`src/rtl/alu_seq_param.sv`:
```
// alu_seq_param: registered, parametrised ALU with valid/ready handshakes.
// Single-cycle ops (ADD, SUB, CMP, AND, OR, XOR) complete one clock after
// accept. The unsigned multiply runs WIDTH shift-add steps and then
// registers the product, so its latency is WIDTH+1 clocks.
module alu_seq_param #(
   parameter int WIDTH  = 4,
   parameter bit MUL_EN = 1'b1
) (
   input  logic               clk,
   input  logic               rst_n,
   input  logic               in_valid,
   output logic               in_ready,
   input  logic [WIDTH-1:0]   a,
   input  logic [WIDTH-1:0]   b,
   input  logic [2:0]         op,
   output logic               out_valid,
   input  logic               out_ready,
   output logic [2*WIDTH-1:0] result,
   output logic [3:0]         flags,
   output logic               err
);

   localparam int RW    = 2 * WIDTH;
   localparam int CNT_W = $clog2(WIDTH + 1);

   typedef enum logic [1:0] {
      IDLE = 2'd0,
      BUSY = 2'd1,
      DONE = 2'd2
   } state_t;

   state_t            state_reg;
   state_t            state_next;

   logic [RW-1:0]     result_reg;
   logic [3:0]        flags_reg;
   logic              err_reg;

   // Multiplier working registers
   logic [RW-1:0]     acc_reg;
   logic [RW-1:0]     mcand_reg;
   logic [WIDTH-1:0]  mplier_reg;
   logic [CNT_W-1:0]  cnt_reg;

   logic              accept;
   logic              mul_legal;
   logic              is_mul;
   logic [RW-1:0]     single_res;
   logic [3:0]        single_flags;
   logic              single_err;

   logic [WIDTH:0]    add_sum;
   logic [WIDTH:0]    sub_sum;
   logic              add_ovf;
   logic              sub_ovf;

   // Op 110 decodes as a multiply only when the multiplier is built in
   generate
      if (MUL_EN) begin : g_mul_on
         assign mul_legal = 1'b1;
      end else begin : g_mul_off
         assign mul_legal = 1'b0;
      end
   endgenerate

   assign in_ready  = rst_n & ((state_reg == IDLE) | ((state_reg == DONE) & out_ready));
   assign accept    = in_valid & in_ready;
   assign out_valid = (state_reg == DONE);
   assign result    = result_reg;
   assign flags     = flags_reg;
   assign err       = err_reg;

   assign add_sum = {1'b0, a} + {1'b0, b};
   assign sub_sum = {1'b0, a} + {1'b0, ~b} + (WIDTH+1)'(1);
   // Signed overflow: same-sign inputs (ADD) or different-sign inputs (SUB)
   // producing a result whose sign differs from a
   assign add_ovf = (a[WIDTH-1] == b[WIDTH-1]) & (add_sum[WIDTH-1] != a[WIDTH-1]);
   assign sub_ovf = (a[WIDTH-1] != b[WIDTH-1]) & (sub_sum[WIDTH-1] != a[WIDTH-1]);

   // Decode op and compute the single-cycle result and flags {C,V,N,Z}
   always_comb begin
      single_res   = '0;
      single_flags = '0;
      single_err   = 1'b0;
      is_mul       = 1'b0;
      case (op)
         3'b000: begin
            single_res[WIDTH:0] = add_sum;
            single_flags = {add_sum[WIDTH], add_ovf, add_sum[WIDTH-1],
                            (add_sum[WIDTH-1:0] == '0)};
         end
         3'b001: begin
            single_res[WIDTH:0] = sub_sum;
            single_flags = {sub_sum[WIDTH], sub_ovf, sub_sum[WIDTH-1],
                            (sub_sum[WIDTH-1:0] == '0)};
         end
         3'b010: begin
            single_res[2:0] = {(a > b), (a == b), (a < b)};
            single_flags[0] = (single_res[WIDTH-1:0] == '0);
         end
         3'b011: begin
            single_res[WIDTH-1:0] = a & b;
            single_flags = {2'b00, single_res[WIDTH-1], (single_res[WIDTH-1:0] == '0)};
         end
         3'b100: begin
            single_res[WIDTH-1:0] = a | b;
            single_flags = {2'b00, single_res[WIDTH-1], (single_res[WIDTH-1:0] == '0)};
         end
         3'b101: begin
            single_res[WIDTH-1:0] = a ^ b;
            single_flags = {2'b00, single_res[WIDTH-1], (single_res[WIDTH-1:0] == '0)};
         end
         3'b110: begin
            if (mul_legal) begin
               is_mul = 1'b1;
            end else begin
               single_err = 1'b1;
            end
         end
         default: begin
            single_err = 1'b1;
         end
      endcase
   end

   // FSM state register
   always_ff @(posedge clk) begin
      if (!rst_n) begin
         state_reg <= IDLE;
      end else begin
         state_reg <= state_next;
      end
   end

   // FSM next-state logic; DONE can reload directly for back-to-back issue
   always_comb begin
      state_next = state_reg;
      case (state_reg)
         IDLE: begin
            if (accept) begin
               state_next = is_mul ? BUSY : DONE;
            end
         end
         BUSY: begin
            if (cnt_reg == CNT_W'(WIDTH)) begin
               state_next = DONE;
            end
         end
         DONE: begin
            if (accept) begin
               state_next = is_mul ? BUSY : DONE;
            end else if (out_ready) begin
               state_next = IDLE;
            end
         end
         default: begin
            state_next = IDLE;
         end
      endcase
   end

   // Datapath: load on accept, step the multiplier in BUSY, then register
   // the product on the extra cycle after the last step
   always_ff @(posedge clk) begin
      if (!rst_n) begin
         result_reg <= '0;
         flags_reg  <= '0;
         err_reg    <= 1'b0;
         acc_reg    <= '0;
         mcand_reg  <= '0;
         mplier_reg <= '0;
         cnt_reg    <= '0;
      end else if (accept) begin
         if (is_mul) begin
            acc_reg    <= '0;
            mcand_reg  <= {{WIDTH{1'b0}}, a};
            mplier_reg <= b;
            cnt_reg    <= '0;
         end else begin
            result_reg <= single_res;
            flags_reg  <= single_flags;
            err_reg    <= single_err;
         end
      end else if (state_reg == BUSY) begin
         if (cnt_reg == CNT_W'(WIDTH)) begin
            result_reg <= acc_reg;
            flags_reg  <= {2'b00, acc_reg[RW-1], (acc_reg == '0)};
            err_reg    <= 1'b0;
         end else begin
            if (mplier_reg[0]) begin
               acc_reg <= acc_reg + mcand_reg;
            end
            mcand_reg  <= mcand_reg << 1;
            mplier_reg <= mplier_reg >> 1;
            cnt_reg    <= cnt_reg + CNT_W'(1);
         end
      end
   end

endmodule

```
`config.mk`:
```
export PLATFORM = sky130hd
export DESIGN_NAME = alu_seq_param
export DESIGN_NICKNAME = d
export VERILOG_FILES = /design/src/rtl/alu_seq_param.sv
export SDC_FILE = /design/constraint.sdc
export NUM_CORES = 1
export LEC_CHECK = 0
export CAP_MARGIN = 20
export CORE_MARGIN = 2
export CORE_UTILIZATION = 57
export DETAILED_ROUTE_END_ITERATION = 8
export PLACE_DENSITY_LB_ADDON = 0.25
export SLEW_MARGIN = 0
export SYNTH_ARGS = -nofsm -noshare
export SYNTH_HDL_FRONTEND = slang
export SYNTH_SLANG_ARGS = --single-unit
```
`constraint.sdc`:
```
create_clock -name clk -period 2.23 [get_ports clk]
set_clock_uncertainty 0.05 [all_clocks]
set_input_delay 0.3345 -clock clk [delete_from_list [all_inputs] [get_ports clk]]
set_output_delay 0.3345 -clock clk [all_outputs]
set_load 0.03 [all_outputs]
```
==> impl_metrics.ini <==
[timing]
relSlewSlack = 0.580
finalCritPeriodShare = 0.968
worst_slack_ns = 0.0717
worstMarginPinSlew_ns = 0.614
rsz0062_at_grt = false
fin_crit_ns = 2.16
setup_violations = 0
maxSlewViolCount = 0
final_hold_viol_count = 0
fmax_ghz = 0.463

[clock_network]
root_buffer = clkbuf_8
clk_pin_slew_worst_paths_ns = 0.08
cts_tree = built
htree_levels = 2
insertion_delay_ns = 0.29
clockBufferDepth = 2
cts_sinks = 38
cts_buffers = 5
cts_hold_buffers = 0

[status]
status = completed

[yosys]
yosys_register_bits = 38
syn_nets = 383
yosysWarningCount = 0
synth_fa_ha_area_frac = 0.124
synth_ff_type = dfxtp_1
ys_async_sr_fraction = 0
synthMuxAreaShare = 0.0125
synth_edf_count = 0
syn_inst = 343
synth_compound_area_frac = 0.236
synth_common_cells = 41 x nand2_1, 38 x a21oi_1, 38 x dfxtp_1
synth_cell_types = 63
yosysTopAreaCellShare = 0.282
synthSimpleGateAreaFrac = 0.261
synth_top_family_by_area = simple AND/OR/NAND/NOR gates
synth-seq-area-share = 0.282
synth_xor_area_frac = 0.0130
synth_area_leader_cell = dfxtp_1
syn_avg_cell_area_um2 = 7.87
synth_area_um2 = 2700
synth.area.top_cells = dfxtp_1 28%, ha_1 10%, a21oi_1 7.0%
synth_most_common_cell = nand2_1

[grt]
grt_max_degree = 37
grt_antenna_before_repair = 0
grt_pass1_vias = 2666
overflow = 0
grt_usage = 0.305
grt_pass1_wl_mm = 12.5

[placement]
dp_cells = 467
io_buffers = 29
gp_congestion = 0.897
pre_cts_ws_ns = -0.345
place_area_um2 = 3380
hpwl_mm = 6.07

[drt]
met1Wirelength_mm = 3.33
wl_met3_um = 355
ant_nets = 0
dr.pass1.iters = 4
vias_per_cell = 6.05
drc_errors = 0
drt_iter0_drc = 158
met2WireLength_mm = 3.95
routedWlPerCell_um = 16.7
drt-total-wl_mm = 7.93
maxUsedRoutingLayer = met4
num_vias = 2875

[worst_hold_path]
hold-path-cell-count = 2
worstHoldEndpoint = result[5]
hold_path_class = reg -> reg
min_from = result[5]

[pwr]
leakage_uw = 0.00149
p_per_area_nw_per_um2 = 527
peakVddDrop_mv = 0.271

[floorplan]
fp.dieH_um = 72.8
num_rows = 25
boundaryPins = 30
start_util = 0.583
core_area_um2 = 4630
die_w_um = 72.8
dieArea_um2 = 5300

[critical_path]
reg2reg_slack_ns = 0.14
reg2reg_depth = 6
critPathArrivalTime_ns = 2.29
worstPathRequired_ns = 2.36
rr_startpoint = acc_reg[4]
critical_path_class = in -> reg
path_max_fanout = 2
startpoint_type = input port
worst_setup_path_end_kind = flip-flop
timing.rr.end = acc_reg[7]

[flow_run]
maxCapViolCount = 0

[final_layout]
nNetsFinal = 460
final-seq-area_um2 = 761
fill_cells = 337
multi_input_area_um2 = 1850
area_delta_synth_final_pct = 34.6
finalNonFillerCells = 475
diodes = 0
drive_gt1_frac = 0.238
design_area_um2 = 3630
## layout make-up
class                   instances  area share
multi-input cells             268       0.509
flip-flops and latches         38       0.209
repair buffers                 86       0.202
clock buffers                   6      0.0227
inverters                      21      0.0217
well taps                      54      0.0186
clock inverters                 2      0.0165
## through the flow
| stage | hold slack, ns | power [µW] | setup TNS [ns] | utilization |
|---|---|---|---|---|
| after floorplan | 0.396 | 971 | 0 | - |
| after global placement | 0.388 | 1160 | -2.25 | 0.731 |
| after detailed placement | 0.396 | 1170 | -2.67 | 0.731 |
| after CTS | 0.407 | 1890 | 0 | 0.764 |
| after global routing | 0.430 | 1980 | 0 | 0.785 |
| final | 0.405 | 1910 | 0 | 0.785 |
## power by group
part           switching, µW  leakage [µW]  internal, µW
registers               15.4      0.000308           699
clock network            244     0.0000714           477
logic                    254       0.00111           224
total                    514       0.00149          1400
## cell families (layout without fill, tap and decap cells)
logic type,after synthesis,count (layout)
simple gates,139,139
mux,2,2
buf+inv,37,115
fa+ha+maj,25,25
flops,38,38
compound gates,98,98
xor+xnor,4,4
## how the worst max path moves through the flow
stage,from,to,slack [ns],cells after the start
after detailed placement,a[2],flags[1],-0.35,8
after global placement,a[0],result[2],-0.31,9
final,a[1],result[1],0.07,8
after global routing,a[1],result[4],0.002,9
after CTS,a[2],flags[1],0.005,8
after floorplan,rst_n,in_ready,0.22,4
## placed cells by master, fill, tap and decap left out, types with 3 or more instances in the layout
| cell type | synthesis | layout |
|---|---|---|
| nor3b_1 | 3 | 3 |
| dlymetal6s2s_1 | 0 | 3 |
| nor2_1 | 29 | 28 |
| inv_2 | 1 | 3 |
| a31oi_1 | 4 | 3 |
| a21oi_2 | 1 | 3 |
| clkbuf_8 | 3 | 6 |
| o21ai_0 | 9 | 9 |
| nand2b_1 | 6 | 6 |
| nand2_1 | 41 | 41 |
| buf_4 | 0 | 57 |
| a32oi_1 | 3 | 3 |
| nor4_1 | 4 | 4 |
| dfxtp_1 | 38 | 38 |
| a22oi_1 | 6 | 6 |
| ha_4 | 0 | 3 |
| a21oi_1 | 38 | 36 |
| nor3_2 | 1 | 3 |
| nand3_1 | 21 | 21 |
| or3_1 | 3 | 3 |
| o31ai_1 | 5 | 5 |
| a311oi_1 | 6 | 6 |
| nor3_1 | 5 | 3 |
| ha_1 | 22 | 18 |
| a211oi_1 | 7 | 5 |
| o2111ai_1 | 3 | 3 |
| clkdlybuf4s50_1 | 0 | 25 |
| inv_1 | 20 | 18 |
| nor2b_1 | 3 | 3 |
| nand4_1 | 3 | 3 |
## repair_timing
action | CTS | global route
cloned | 0 | 0
setup endpoints to repair | 3 | 9
gates resized for setup | 4 | 20
buffers inserted | 0 | 0
pin swaps | 0 | 8
## layer usage
| layer | vias up | GRT usage |
|---|---|---|
| li1 | 1395 | - |
| met1 | 1360 | 0.384 |
| met2 | 93 | 0.528 |
| met3 | 27 | 0.0387 |
| met4 | 0 | 0.121 |
| met5 | - | 0 |
## critical path: stages
cell,delay [ns]
clkdlybuf4s50_1,0.48
inv_1,0.08
buf_4,0.14
fa_2,0.52
inv_1,0.04
mux4_2,0.46
a21oi_2,0.16
o31ai_1,0.08
(Power assumes the default switching activity.)
